<file path="config.mk">
export PLATFORM = sky130hd
export DESIGN_NAME = clk_div_cascade
export DESIGN_NICKNAME = d
export VERILOG_FILES = /design/src/rtl/clk_div_cascade.sv
export SDC_FILE = /design/constraint.sdc
export NUM_CORES = 1
export LEC_CHECK = 0
export ABC_AREA = 1
export CAP_MARGIN = 20
export CORE_MARGIN = 4
export CORE_UTILIZATION = 25
export CTS_CLUSTER_DIAMETER = 150
export DETAILED_ROUTE_END_ITERATION = 12
export PLACE_DENSITY = 0.5
export SLEW_MARGIN = 20
export SYNTH_ARGS = -nofsm -noshare
export SYNTH_HDL_FRONTEND = slang
export SYNTH_SLANG_ARGS = --single-unit
</file>
<file path="constraint.sdc">
create_clock -name in_50MHz -period 7.6 [get_ports in_50MHz]
set_clock_uncertainty 0.1 [all_clocks]
set_input_delay 1.14 -clock in_50MHz [delete_from_list [all_inputs] [get_ports in_50MHz]]
set_output_delay 1.14 -clock in_50MHz [all_outputs]
set_load 0.05 [all_outputs]
</file>
<file path="src/rtl/clk_div_cascade.sv">
// Two-stage cascaded divider: stage A divides the board clock, stage B divides stage A.
// Optional tick_b event counter (sec_cnt) is built when CLKDIV_SECCNT_EN is defined.
module clk_div_cascade #(
   parameter int DIV_A    = 50000,
   parameter int DIV_B    = 1000,
   parameter int FAST_DIV = 100,
   parameter int SEC_W    = 17
) (
   input  logic             in_50MHz,
   input  logic             rst_n,
   input  logic             en,
   input  logic             sync_clr,
   input  logic             fast,
   output logic             tick_a,
   output logic             tick_b,
   output logic             sq_a,
`ifdef CLKDIV_SECCNT_EN
   output logic             sq_b,
   output logic [SEC_W-1:0] sec_cnt
`else
   output logic             sq_b
`endif
);

   localparam int CNT_A_W = $clog2(DIV_A);
   localparam int CNT_B_W = $clog2(DIV_B);

   // Stage B limits are stored as (limit-1) and limit/2 so a power-of-two DIV_B still fits CNT_B_W.
   localparam logic [CNT_A_W-1:0] A_LAST   = CNT_A_W'(DIV_A - 1);
   localparam logic [CNT_A_W-1:0] A_HALF   = CNT_A_W'(DIV_A / 2);
   localparam logic [CNT_B_W-1:0] B_LAST_N = CNT_B_W'(DIV_B - 1);
   localparam logic [CNT_B_W-1:0] B_LAST_F = CNT_B_W'(FAST_DIV - 1);
   localparam logic [CNT_B_W-1:0] B_HALF_N = CNT_B_W'(DIV_B / 2);
   localparam logic [CNT_B_W-1:0] B_HALF_F = CNT_B_W'(FAST_DIV / 2);

   if (DIV_A < 2 || DIV_A % 2 != 0 || DIV_B < 2 || DIV_B % 2 != 0 ||
       FAST_DIV < 2 || FAST_DIV % 2 != 0 || FAST_DIV > DIV_B || SEC_W < 1) begin : g_param_chk
      $error("clk_div_cascade: illegal parameter combination");
   end

   logic [CNT_A_W-1:0] cnt_a_q, cnt_a_d;
   logic [CNT_B_W-1:0] cnt_b_q, cnt_b_d;
   logic               tick_a_q, tick_a_d;
   logic               tick_b_q, tick_b_d;
   logic               sq_a_q, sq_a_d;
   logic               sq_b_q, sq_b_d;
   logic               wrap_a;
   logic [CNT_B_W-1:0] last_b;
   logic [CNT_B_W-1:0] half_b;

   assign wrap_a = en & (cnt_a_q == A_LAST);
   assign last_b = fast ? B_LAST_F : B_LAST_N;
   assign half_b = fast ? B_HALF_F : B_HALF_N;

   always_comb begin
      // NOTE: every _d takes its hold value first, so no path through this block can infer a latch.
      cnt_a_d  = cnt_a_q;
      cnt_b_d  = cnt_b_q;
      tick_a_d = 1'b0;
      tick_b_d = 1'b0;
      sq_a_d   = sq_a_q;
      sq_b_d   = sq_b_q;
      if (sync_clr) begin
         cnt_a_d = '0;
         cnt_b_d = '0;
         sq_a_d  = 1'b0;
         sq_b_d  = 1'b0;
      end else if (en) begin
         cnt_a_d  = wrap_a ? '0 : cnt_a_q + 1'b1;
         tick_a_d = wrap_a;
         if (wrap_a) begin
            if (cnt_b_q >= last_b) begin
               cnt_b_d  = '0;
               tick_b_d = 1'b1;
            end else begin
               cnt_b_d = cnt_b_q + 1'b1;
            end
         end
         // Squares decode the next counter state, so they never drift from the counters.
         sq_a_d = (cnt_a_d >= A_HALF);
         sq_b_d = (cnt_b_d >= half_b);
      end
   end

   // NOTE: state registers use non-blocking assignments so all flops update from pre-edge values.
   always_ff @(posedge in_50MHz or negedge rst_n) begin
      if (!rst_n) begin
         cnt_a_q  <= '0;
         cnt_b_q  <= '0;
         tick_a_q <= 1'b0;
         tick_b_q <= 1'b0;
         sq_a_q   <= 1'b0;
         sq_b_q   <= 1'b0;
      end else begin
         cnt_a_q  <= cnt_a_d;
         cnt_b_q  <= cnt_b_d;
         tick_a_q <= tick_a_d;
         tick_b_q <= tick_b_d;
         sq_a_q   <= sq_a_d;
         sq_b_q   <= sq_b_d;
      end
   end

   assign tick_a = tick_a_q;
   assign tick_b = tick_b_q;
   assign sq_a   = sq_a_q;
   assign sq_b   = sq_b_q;

`ifdef CLKDIV_SECCNT_EN
   logic [SEC_W-1:0] sec_cnt_q, sec_cnt_d;

   always_comb begin
      sec_cnt_d = sec_cnt_q;
      if (sync_clr)
         sec_cnt_d = '0;
      else if (tick_b_d)
         sec_cnt_d = sec_cnt_q + 1'b1;
   end

   always_ff @(posedge in_50MHz or negedge rst_n) begin
      if (!rst_n)
         sec_cnt_q <= '0;
      else
         sec_cnt_q <= sec_cnt_d;
   end

   assign sec_cnt = sec_cnt_q;
`endif

endmodule

</file>
Yosys cells after proc, flatten, opt, wreduce, memory -nomap -nowiden
Cells that the tools add are included.
Cells by class
  $add $sub $neg: 2
  magnitude comparators: 3
  eq/ne operators: 1
  multiplexer cells: 21
  bitwise operators: 1
  reductions and logical operators: 1
Operator list (number)
  $mux W10: 7
  $mux W16: 3
  $add A16 B1 Y16 const B: 1
  $eq A16 B16 Y1 const B: 1
  $ge A16 B15 Y1 const B: 1
  $add A10 B1 Y10 const B: 1
  $ge A10 B10 Y1: 1
  $ge A10 B9 Y1: 1
  $mux W1: 10
  $mux W9: 1
  $reduce_bool A2 Y1: 1
  $and A1 B1 Y1: 1
Storage, ports and cells
  bits in registers: 30
  input port bits: 5
  output and inout port bits: 4
  logic and storage cells: 35

Logic depth before layout (Yosys ltp)
Gate-level depths: netlist of run 1.
  depth in word-level cells: 9
  mapped depth: 19
  depth with buffers taken out: 19

Least setup slack after synthesis of run 1
OpenSTA, ideal clock, no wires.
  kind: in2reg
  start: input port fast
  end: register sq_b_q, in the netlist sq_b
  library setup time: 118 ps
  arrival: 2924 ps
  slack: 4458 ps
  stages: 18
  path buffers: 0
  cells stage by stage: ha_1 > nand3_1 > nor2_1 > nand2_1 > nand2_1 > inv_1 > nor2_1 > inv_1 > o211ai_1 > inv_1 > ha_1 > and3_1 > nand2_1 > nor2_1 > nor2_1 > nand2_1 > nand2_1 > nand2_1
Between the ends
  word-level cells in the longest chain between the ends: 9
Ends and longest elaborated chain
  from (decl): line 13  | input logic fast,
  $mux W10: line 52  | assign last_b = fast ? B_LAST_F : B_LAST_N;
  $ge A10 B10 Y1: line 72  | if (cnt_b_q >= last_b) begin
  $mux W10: line 72
  $mux W10: line 71  | if (wrap_a) begin
  $mux W10: line 68  | end else if (en) begin
  $mux W10: line 63  | if (sync_clr) begin
  $ge A10 B9 Y1 *: line 81  | sq_b_d = (cnt_b_d >= half_b);
  $mux W1 *: line 68
  $mux W1 *: line 63
  to (signal assigned): line 100  | sq_b_q <= sq_b_d;
  to (decl): line 46  | logic sq_b_q, sq_b_d;
Mark *: on every way between the ends. The rest lies on a longest branch, timed or not. The select of a mux whose other input is x is not followed.
A chain may end at the register's enable or synchronous reset.

Worst setup path in the final report of run 1
Same ends and word-level chain as after synthesis.

==> results of run 1 <==
## power breakdown
part / total [mW] / leakage [nW] / internal [mW] / switching [mW]
clock: 0.136 / 0.0482 / 0.0730 / 0.0628
sequential: 0.161 / 0.418 / 0.161 / 0.000744
combinational: 0.0174 / 0.620 / 0.00481 / 0.0126
## cell usage in the layout (no fill, tap or decap), drive strengths merged
cell type and instances:
nor2 48, o22ai 6, buf 1, xor2 9, dfrtp 30, nand3b 2
a21oi 5, ha 11, nand3 24, inv 38, nor4 2, nor3 5
o21bai 1, nand2 80, and3 1, o31ai 1, nor3b 1, clkinv 1
nand4 5, o211ai 1, clkbuf 7, o21ai 18, clkdlybuf4s50 8
## routing by layer
metal  up-vias  GRT usage [%]  wire (um)
li1        967              -          -
met1       848           16.2       2650
met2        37           18.0       2240
met3         4           2.78        211
met4         0           3.11         43
met5         -              0          0
## state kept, by name, summed over array words and instances, names as in the netlist
register and count:
tick_a 1, cnt_a_q 16, tick_b 1, sq_b 1, cnt_b_q 10, sq_a 1
## cell families after synthesis
| family | count (synthesis) | synth area share [%] |
|---|---|---|
| DFF | 30 | 35.4 |
| buffers and inverters | 41 | 7.32 |
| AOI/OAI and AO/OA | 32 | 8.68 |
| adders and majority gates | 11 | 6.49 |
| and+or+nand+nor | 168 | 38.4 |
| xor gates and xnor gates | 9 | 3.72 |
## metrics by stage
step           total power, mW  utilization, %  std cells  setup WS, ns
6_report                 0.314            29.4        410          3.78
5_1_grt                  0.329            29.4        410          3.51
3_5_place_dp             0.182            28.3        402          3.51
4_1_cts                  0.320            29.4        410          3.80
3_3_place_gp             0.182            28.3        402          3.56
2_1_floorplan            0.172               -        291          4.46
## area by class of cell
class | count | area (um2) | share of cell area, %
Tap cell | 105 | 131 | 5.43
Inverter | 38 | 143 | 5.90
Sequential cell | 30 | 751 | 31.1
Clock inverter | 1 | 5.00 | 0.207
Timing Repair Buffer | 9 | 87.6 | 3.62
Clock buffer | 7 | 86.3 | 3.57
Multi-Input combinational cell | 220 | 1210 | 50.2
## worst max-delay path: cells and delay by family
kind	cells	cell delay [ns]
fa+ha+maj	2	0.54
compound gates	1	0.22
buf+inv	4	1.02
simple gates	12	0.97
## final timing paths
kind | from | slack, ns | end
worst max-delay path | fast | 3.78 | sq_b$_DFFE_PN0P_
worst min-delay path | sq_b$_DFFE_PN0P_ | 0.39 | sq_b$_DFFE_PN0P_
worst max register to register | cnt_a_q[0]$_DFFE_PN0P_ | 4.75 | sq_b$_DFFE_PN0P_
worst min register to register | sq_b$_DFFE_PN0P_ | 0.39 | sq_b$_DFFE_PN0P_
max in group asynchronous | rst_n | 5.94 | cnt_a_q[5]$_DFFE_PN0P_
min in group asynchronous | rst_n | 1.15 | cnt_b_q[3]$_DFFE_PN0P_
==> out/summary.txt, run 1 <==
clock tree from TritonCTS - yes
clock sink total - 30
global-route usage over all layers - 11.6%
Die ar. - 0.0100 mm2
Rel. slew slack - 56.7%
Peak Freq - 262 MHz
arrival time at the worst endpoint - 3.90 ns
hold depth - 2
Max VDD drop - 0.0761 mV
CP Cell Sequence - clkdlybuf4s50_1, ha_1, nand2_1, nand2_1, a21oi_1, nand2_1, inv_1, nor2_1, inv_1, nand3_1, inv_1, ha_1, and3_1, nand2_1, nor2_1, nor2_1, nand2_1, nand2_1, nand2_1
R2R cell count - 16
post-DP HPWL - 3890 um
CP required - 7.67 ns
initial DRC count - 140
H-tree depth - 2
critical path's slowest cell - clkdlybuf4s50_1
synth cell count leaders - nand2_1, nor2_1, inv_1
area leader, netlist - dfrtp_1
library cells used by synthesis - 31
GP Congestion - 0.870
diodes inserted - 0
fin crit period - 3.82 ns
final worst path period share - 50.3%
ANT nets after route - 0
via count - 1,856
Final Setup Violations - 0
wire length per cell - 12.5 um
RSZ-0062 raised after global routing - no
CTS max path bufs - 2
Primary FF master, synth - dfrtp_1
Cell Rows - 33
vias in the first global route - 1,916
Root Driver - clkbuf_8
Skew-Pair Late Insertion Delay - 0.28 ns
Seq/Total Area, Yosys - 35.4%
CP peak stage delay - 0.71 ns
CTS Buf Count - 5
Cells after Synth - 291
Cell Area, Synth - 0.00212 mm2
post-CTS setup repair buffer count - 0
clock transition at the registers of the reported paths - 0.07 ns
Finished Cell Area - 0.00242 mm2
fillers - 882
chip width - 100 um
Top Ports - 9
Max Slew Vio Count - 0
Startpoint Class - input port
instance area at placement - 0.00233 mm2
outcome - completed
Post-CTS Hold Buffers - 0
Fin Hold WS - 0.392 ns
share of cells above drive strength 1 - 12.1%
global-route wire length before repair - 9300 um
Slew @ Worst Pin - 0.647 ns
ranking of synthesized cells by area - dfrtp_1, nand2_1, ha_1
CP most frequent cell - nand2_1
Initial Util - 25.8%
top cell type's share of synthesized area - 35.4%
Gates resized, CTS repair - 0
Setup Crit Path Kind - in2reg
Fin. Hold Viols - 0
DRC viols - 0
hold crit path type - reg2reg
initial antenna violation count - 0
Overflow after GRT - 0
Power Dens Cells - 130 mW/mm2
Mapped Nets - 307
CP Capture Type - register
Leakage - 1.09 nW
drt total wl - 5150 um
pin count of the biggest net entering global routing - 31
Ys Warns - 0
Setup TNS Final - 0 ns
Layout area overhead - 14.0%
Synth Register Bits - 30
Avg Cell Area, Syn - 7.28 um2
Die Ht - 100 um
number of synthesized flops with an enable pin - 0
asr flop ratio synth - 100%
core area - 0.00822 mm2
fin nets - 320
max-cap violation count - 0
Vias/cell - 4.53
most frequent cell after synthesis - nand2_1
drt first pass iters - 4
Port Buffer Count - 8
crit-path max FO - 9
Note: power is estimated with default switching activity, not from simulation.
==> run 2, diff against run 1 <==
Clock period 7.6 ns to 3.97 ns, I/O delays scaled along.
==> run 2 against run 1 <==
  * Combinational power increased by 100%
  * Sequential share of layout area decreased by 0.19 points
  * Sequential power increased by 92%
==> out/summary.txt, run 2 (same netlist as run 1, synthesis figures left out) <==
drt first pass iters - 4 (unchanged)
DRC viols - 0 (unchanged)
Top Ports - 9 (unchanged)
H-tree depth - 2 (unchanged)
Leakage - 1.10 nW (+0.95%)
global-route usage over all layers - 11.8% (+0.24 points)
Die Ht - 100 um (unchanged)
Cell Rows - 33 (unchanged)
CP required - 4.05 ns (-3.62 ns)
Skew-Pair Late Insertion Delay - 0.28 ns (about the same)
Setup Crit Path Kind - in2reg
clock transition at the registers of the reported paths - 0.07 ns (about the same)
vias in the first global route - 1,952 (+1.9%)
Post-CTS Hold Buffers - 0 (unchanged)
diodes inserted - 0 (unchanged)
Fin Hold WS - 0.398 ns (+0.00640 ns)
RSZ-0062 raised after global routing - no
number of flip-flops under the largest register name - 16 (unchanged)
post-CTS setup repair buffer count - 0 (unchanged)
reg2reg setup slack - 1.16 ns (-3.59 ns)
Startpoint Class - input port
global-route wire length before repair - 9400 um (+1.0%)
post-DP HPWL - 4010 um (+3.1%)
chip width - 100 um (unchanged)
Power Dens Cells - 249 mW/mm2 (+92%)
max-cap violation count - 0 (unchanged)
Gates resized, CTS repair - 0 (unchanged)
final worst path period share - 81.8%
Max Slew Vio Count - 0 (unchanged)
initial DRC count - 96 (-31%)
CP Capture Type - register
GP Congestion - 0.876 (+0.74%)
Root Driver - clkbuf_8
Layout area overhead - 14.8%
Vias/cell - 4.58 (+1.3%)
fillers - 906 (+2.7%)
clock sink total - 30 (unchanged)
initial antenna violation count - 0 (unchanged)
via count - 1,889 (+1.8%)
Peak Freq - 308 MHz
CTS Buf Count - 5 (unchanged)
Die ar. - 0.0100 mm2 (unchanged)
Overflow after GRT - 0 (unchanged)
share of cells above drive strength 1 - 12.7% (+0.57 points)
Final Setup Violations - 0 (unchanged)
Initial Util - 25.8% (unchanged)
Max VDD drop - 0.122 mV (+61%)
fin crit period - 3.25 ns
core area - 0.00822 mm2 (unchanged)
pin count of the biggest net entering global routing - 31 (unchanged)
top flop regs - cnt_a_q: 16 flops, cnt_b_q: 10 flops
ANT nets after route - 0 (unchanged)
wire length per cell - 12.8 um (+1.9%)
drt total wl - 5270 um (+2.4%)
setup ws final - 0.721 ns (-3.05 ns)
Largest Register - cnt_a_q
arrival time at the worst endpoint - 3.33 ns (-0.57 ns)
Slew @ Worst Pin - 0.667 ns (+0.0205 ns)
Fin. Hold Viols - 0 (unchanged)
Setup TNS Final - 0 ns (unchanged)
Place WS - 0.434 ns (-3.08 ns)
hold crit path type - reg2reg
fin nets - 322 (+0.63%)
commonest non-fill, non-tap cell in the layout - nand2_1
Port Buffer Count - 8 (unchanged)
commonest non-fill, non-tap cells in the layout - nand2_1, nor2_1, inv_1
clock tree from TritonCTS - yes
outcome - completed
CTS max path bufs - 2 (unchanged)
Rel. slew slack - 55.4% (-1.3 points)
crit-path max FO - 9 (unchanged)
## run 2: cell types whose count changed in the layout (fill, tap and decap cells not counted), sizes merged
cell,change
buf,+2
## run 2: routing by layer
layer  vias up  routed length [um]  share of wire (%)  GRT usage (%)
met4         0                  87                1.7           3.63
li1        973                   -                  -              -
met5         -                   0                  0              0
met3         8                 246                4.7           2.64
met2        34                2280                 43           17.9
met1       874                2660                 50           16.8
## run 2: layout make-up
type / instances / area [um2] / area share [%]
Multi-Input combinational cell: 220 / 1210 / 49.9
Sequential cell: 30 / 751 / 30.9
Inverter: 38 / 143 / 5.86
Tap cell: 105 / 131 / 5.40
Timing Repair Buffer: 11 / 103 / 4.22
Clock buffer: 7 / 86.3 / 3.55
Clock inverter: 1 / 5.00 / 0.206
## run 2: worst max-delay path, cell delays in order
cell and delay [ns]:
clkdlybuf4s50_1 0.61, ha_1 0.42, nand3_1 0.08, nor2_1 0.09
nand2_1 0.08, nand2_1 0.11, inv_1 0.10, nor2_1 0.19
inv_1 0.10, o211ai_1 0.12, inv_1 0.07, ha_1 0.28
and3_1 0.15, nand2_1 0.07, nor2_1 0.04, nor2_1 0.07
nand2_1 0.05, nand2_1 0.05, nand2_1 0.04
## run 2: final timing paths
kind                                              from  cells past startpoint                     end
worst max-delay path                              fast                     19        sq_b$_DFFE_PN0P_
worst min-delay path                  sq_b$_DFFE_PN0P_                      2        sq_b$_DFFE_PN0P_
worst max register to register  cnt_a_q[0]$_DFFE_PN0P_                     16        sq_b$_DFFE_PN0P_
worst min register to register        sq_b$_DFFE_PN0P_                      2        sq_b$_DFFE_PN0P_
max in group asynchronous                        rst_n                      2  cnt_a_q[6]$_DFFE_PN0P_
min in group asynchronous                        rst_n                      2  cnt_b_q[3]$_DFFE_PN0P_
## run 2: stage by stage
step	instance area [um2]	utilization (%)	total power, mW	std cells
3_3_place_gp	2340	28.5	0.350	404
6_report	2430	29.6	0.607	412
4_1_cts	2430	29.6	0.619	412
2_1_floorplan	2120	-	0.329	291
3_5_place_dp	2340	28.5	0.351	404
5_1_grt	2430	29.6	0.638	412
## run 2: report_power, final
part,internal [mW],switching (mW),total (mW),leakage [nW]
combinational,0.0107,0.0246,0.0353,0.631
sequential,0.307,0.00147,0.309,0.418
clock,0.140,0.123,0.263,0.0482
==> run 3, diff against run 2 <==
Settings changed: PLACE_DENSITY 0.5 to 0.51.
Clock period 3.97 ns to 2.7 ns, I/O delays scaled along.
==> run 3 against run 2 <==
  * Combinational power grew 65%
  * Register-to-register slack lost 1.1 ns
  * Cell count grew 8.0%
  * Via count grew 6.0%
  * Worst setup slack lost 0.65 ns
  * Clock power grew 49%
  * Die area is the same
  * Power grew 49%
  * Count of clock-buffer cells in the layout is the same
  * Wire length grew 7.4%
  * Global-route usage grew 0.22 points
  * Critical path type is now reg2reg
==> out/summary.txt, run 3 (same netlist as run 1, synthesis figures left out) <==
CTS Buf Count - 5 (unchanged)
Setup Crit Path Kind - reg2reg
CP most frequent cell - nand2_1
Place WS - -0.405 ns (-0.839 ns)
Power Dens Cells - 324 mW/mm2 (+30%)
wire length per cell - 12.7 um (-0.56%)
commonest non-fill, non-tap cells in the layout - nand2_1, buf_4, inv_1, nor2_1, dfrtp_1
DRC viols - 0 (unchanged)
drt first pass iters - 4 (unchanged)
global-route usage over all layers - 12.0% (+0.22 points)
Skew-Pair Late Insertion Delay - 0.30 ns (+0.02 ns)
Layout area overhead - 31.6%
Peak Freq - 380 MHz
fin nets - 355 (+10%)
CTS max path bufs - 2 (unchanged)
arrival time at the worst endpoint - 2.73 ns (-0.60 ns)
outcome - completed
diodes inserted - 0 (unchanged)
top flop regs - cnt_a_q: 16 flops, cnt_b_q: 10 flops
commonest non-fill, non-tap cell in the layout - nand2_1
Max VDD drop - 0.177 mV (+45%)
Top Ports - 9 (unchanged)
fin cells - 445 (+8.0%)
via count - 2,003 (+6.0%)
core area - 0.00822 mm2 (unchanged)
Vias/cell - 4.50 (-1.8%)
Post-CTS Hold Buffers - 0 (unchanged)
post-DP HPWL - 4260 um (+6.2%)
hold crit path type - in2async
Rel. slew slack - 65.5% (+10 points)
Port Buffer Count - 8 (unchanged)
pin count of the biggest net entering global routing - 31 (unchanged)
final worst path period share - 97.5%
Slew @ Worst Pin - 0.516 ns (-0.151 ns)
drt total wl - 5660 um (+7.4%)
initial antenna violation count - 0 (unchanged)
Die Ht - 100 um (unchanged)
chip width - 100 um (unchanged)
CP Cell Sequence - nor2_2, nand2_2, nor2_2, buf_4, nand3_4, nor3_4, inv_2, o31ai_4, nand3_2, inv_2, ha_4, and3_4, nand2_2, nor2_1, nor2_1, nand2_1, nand2_1, nand2_1
max-cap violation count - 0 (unchanged)
clock tree from TritonCTS - yes
dpl cells - 429 (+6.2%)
Cell Rows - 33 (unchanged)
global-route wire length before repair - 9660 um (+2.8%)
clock sink total - 30 (unchanged)
Root Driver - clkbuf_8
clock transition at the registers of the reported paths - 0.08 ns (about the same)
CP peak stage delay - 0.43 ns (-0.18 ns)
Final Setup Violations - 0 (unchanged)
Fin. Hold Viols - 0 (unchanged)
crit-path max FO - 4 (-5)
share of cells above drive strength 1 - 26.8% (+14 points)
setup ws final - 0.0688 ns (-0.653 ns)
initial DRC count - 68 (-29%)
critical path's slowest cell - dfrtp_1
Die ar. - 0.0100 mm2 (unchanged)
H-tree depth - 2 (unchanged)
GP Congestion - 0.832 (-5.0%)
CP required - 2.79 ns (-1.26 ns)
Overflow after GRT - 0 (unchanged)
CP Capture Type - register
fin crit period - 2.63 ns
Fin Hold WS - 0.400 ns (+0.00187 ns)
Overall Power - 0.904 mW (+49%)
Leakage - 1.28 nW (+16%)
Startpoint Class - register
ANT nets after route - 0 (unchanged)
Largest Register - cnt_a_q
Max Slew Vio Count - 0 (unchanged)
vias in the first global route - 1,990 (+1.9%)
RSZ-0062 raised after global routing - yes
Initial Util - 25.8% (unchanged)
number of flip-flops under the largest register name - 16 (unchanged)
[run 3: changes by cell type in the layout (fill, tap and decap cells not counted), moves of 3 or more]
cell	previous run	this run
nand2_2	7	10
ha_1	11	8
nand2_1	73	70
nand3_1	22	18
nand3_2	1	5
buf_4	3	35
nor2_1	36	33
[run 3: critical path, delay by kind of cell (launching register included)]
kind / cells / cell delay [ns]
simple gates: 13 / 1.25
flops: 1 / 0.43
buf+inv: 3 / 0.29
compound gates: 1 / 0.27
fa+ha+maj: 1 / 0.19
[run 3: path summary, 6_finish.rpt]
kind | startpoint | to | slack [ns] | cells after the start
max | cnt_a_q[13]$_DFFE_PN0P_ | sq_b$_DFFE_PN0P_ | 0.07 | 18
max reg2reg | cnt_a_q[13]$_DFFE_PN0P_ | sq_b$_DFFE_PN0P_ | 0.07 | 18
min | rst_n | cnt_b_q[6]$_DFFE_PN0P_ | 0.40 | 2
min in group in_50MHz | sq_a$_DFFE_PN0P_ | sq_a$_DFFE_PN0P_ | 0.40 | 2
max in group asynchronous | rst_n | cnt_a_q[7]$_DFFE_PN0P_ | 1.76 | 2
min reg2reg | sq_a$_DFFE_PN0P_ | sq_a$_DFFE_PN0P_ | 0.40 | 2
[run 3: power breakdown]
part           internal [mW]  switching, mW  total [mW]
Combinational         0.0203         0.0380      0.0584
Clock                  0.206          0.186       0.391
Sequential             0.452        0.00250       0.454
Total                  0.678          0.226       0.904
[run 3: metal layers]
layer / global-route usage, % / vias to the layer above / share of wire, %
li1: - / 1035 / -
met3: 2.64 / 10 / 2.3
met4: 3.32 / 0 / 1.9
met5: 0 / - / 0
met1: 15.7 / 934 / 48
met2: 20.1 / 24 / 48
[run 3: area by class of cell]
type,instances,area (um2)
fill,859,5430
multi-input combinational,220,1320
sequential,30,753
timing repair buffer,44,355
inverter,38,143
tap,105,131
clock buffer,7,86.3
clock inverter,1,5.00
[run 3: metrics by stage]
step	setup TNS (ns)	area, um2	utilization (%)
3_3_place_gp	-0.315	2530	30.8
3_5_place_dp	-0.405	2530	30.8
5_1_grt	-0.101	2790	33.9
6_report	0	2790	33.9
4_1_cts	0	2640	32.1
2_1_floorplan	0	2120	-
[run 3: timing repair]
action,4_1_cts,5_1_grt
setup endpoints to repair,1,1
resized for setup,4,22
setup buffers,0,8
pin swaps,1,15
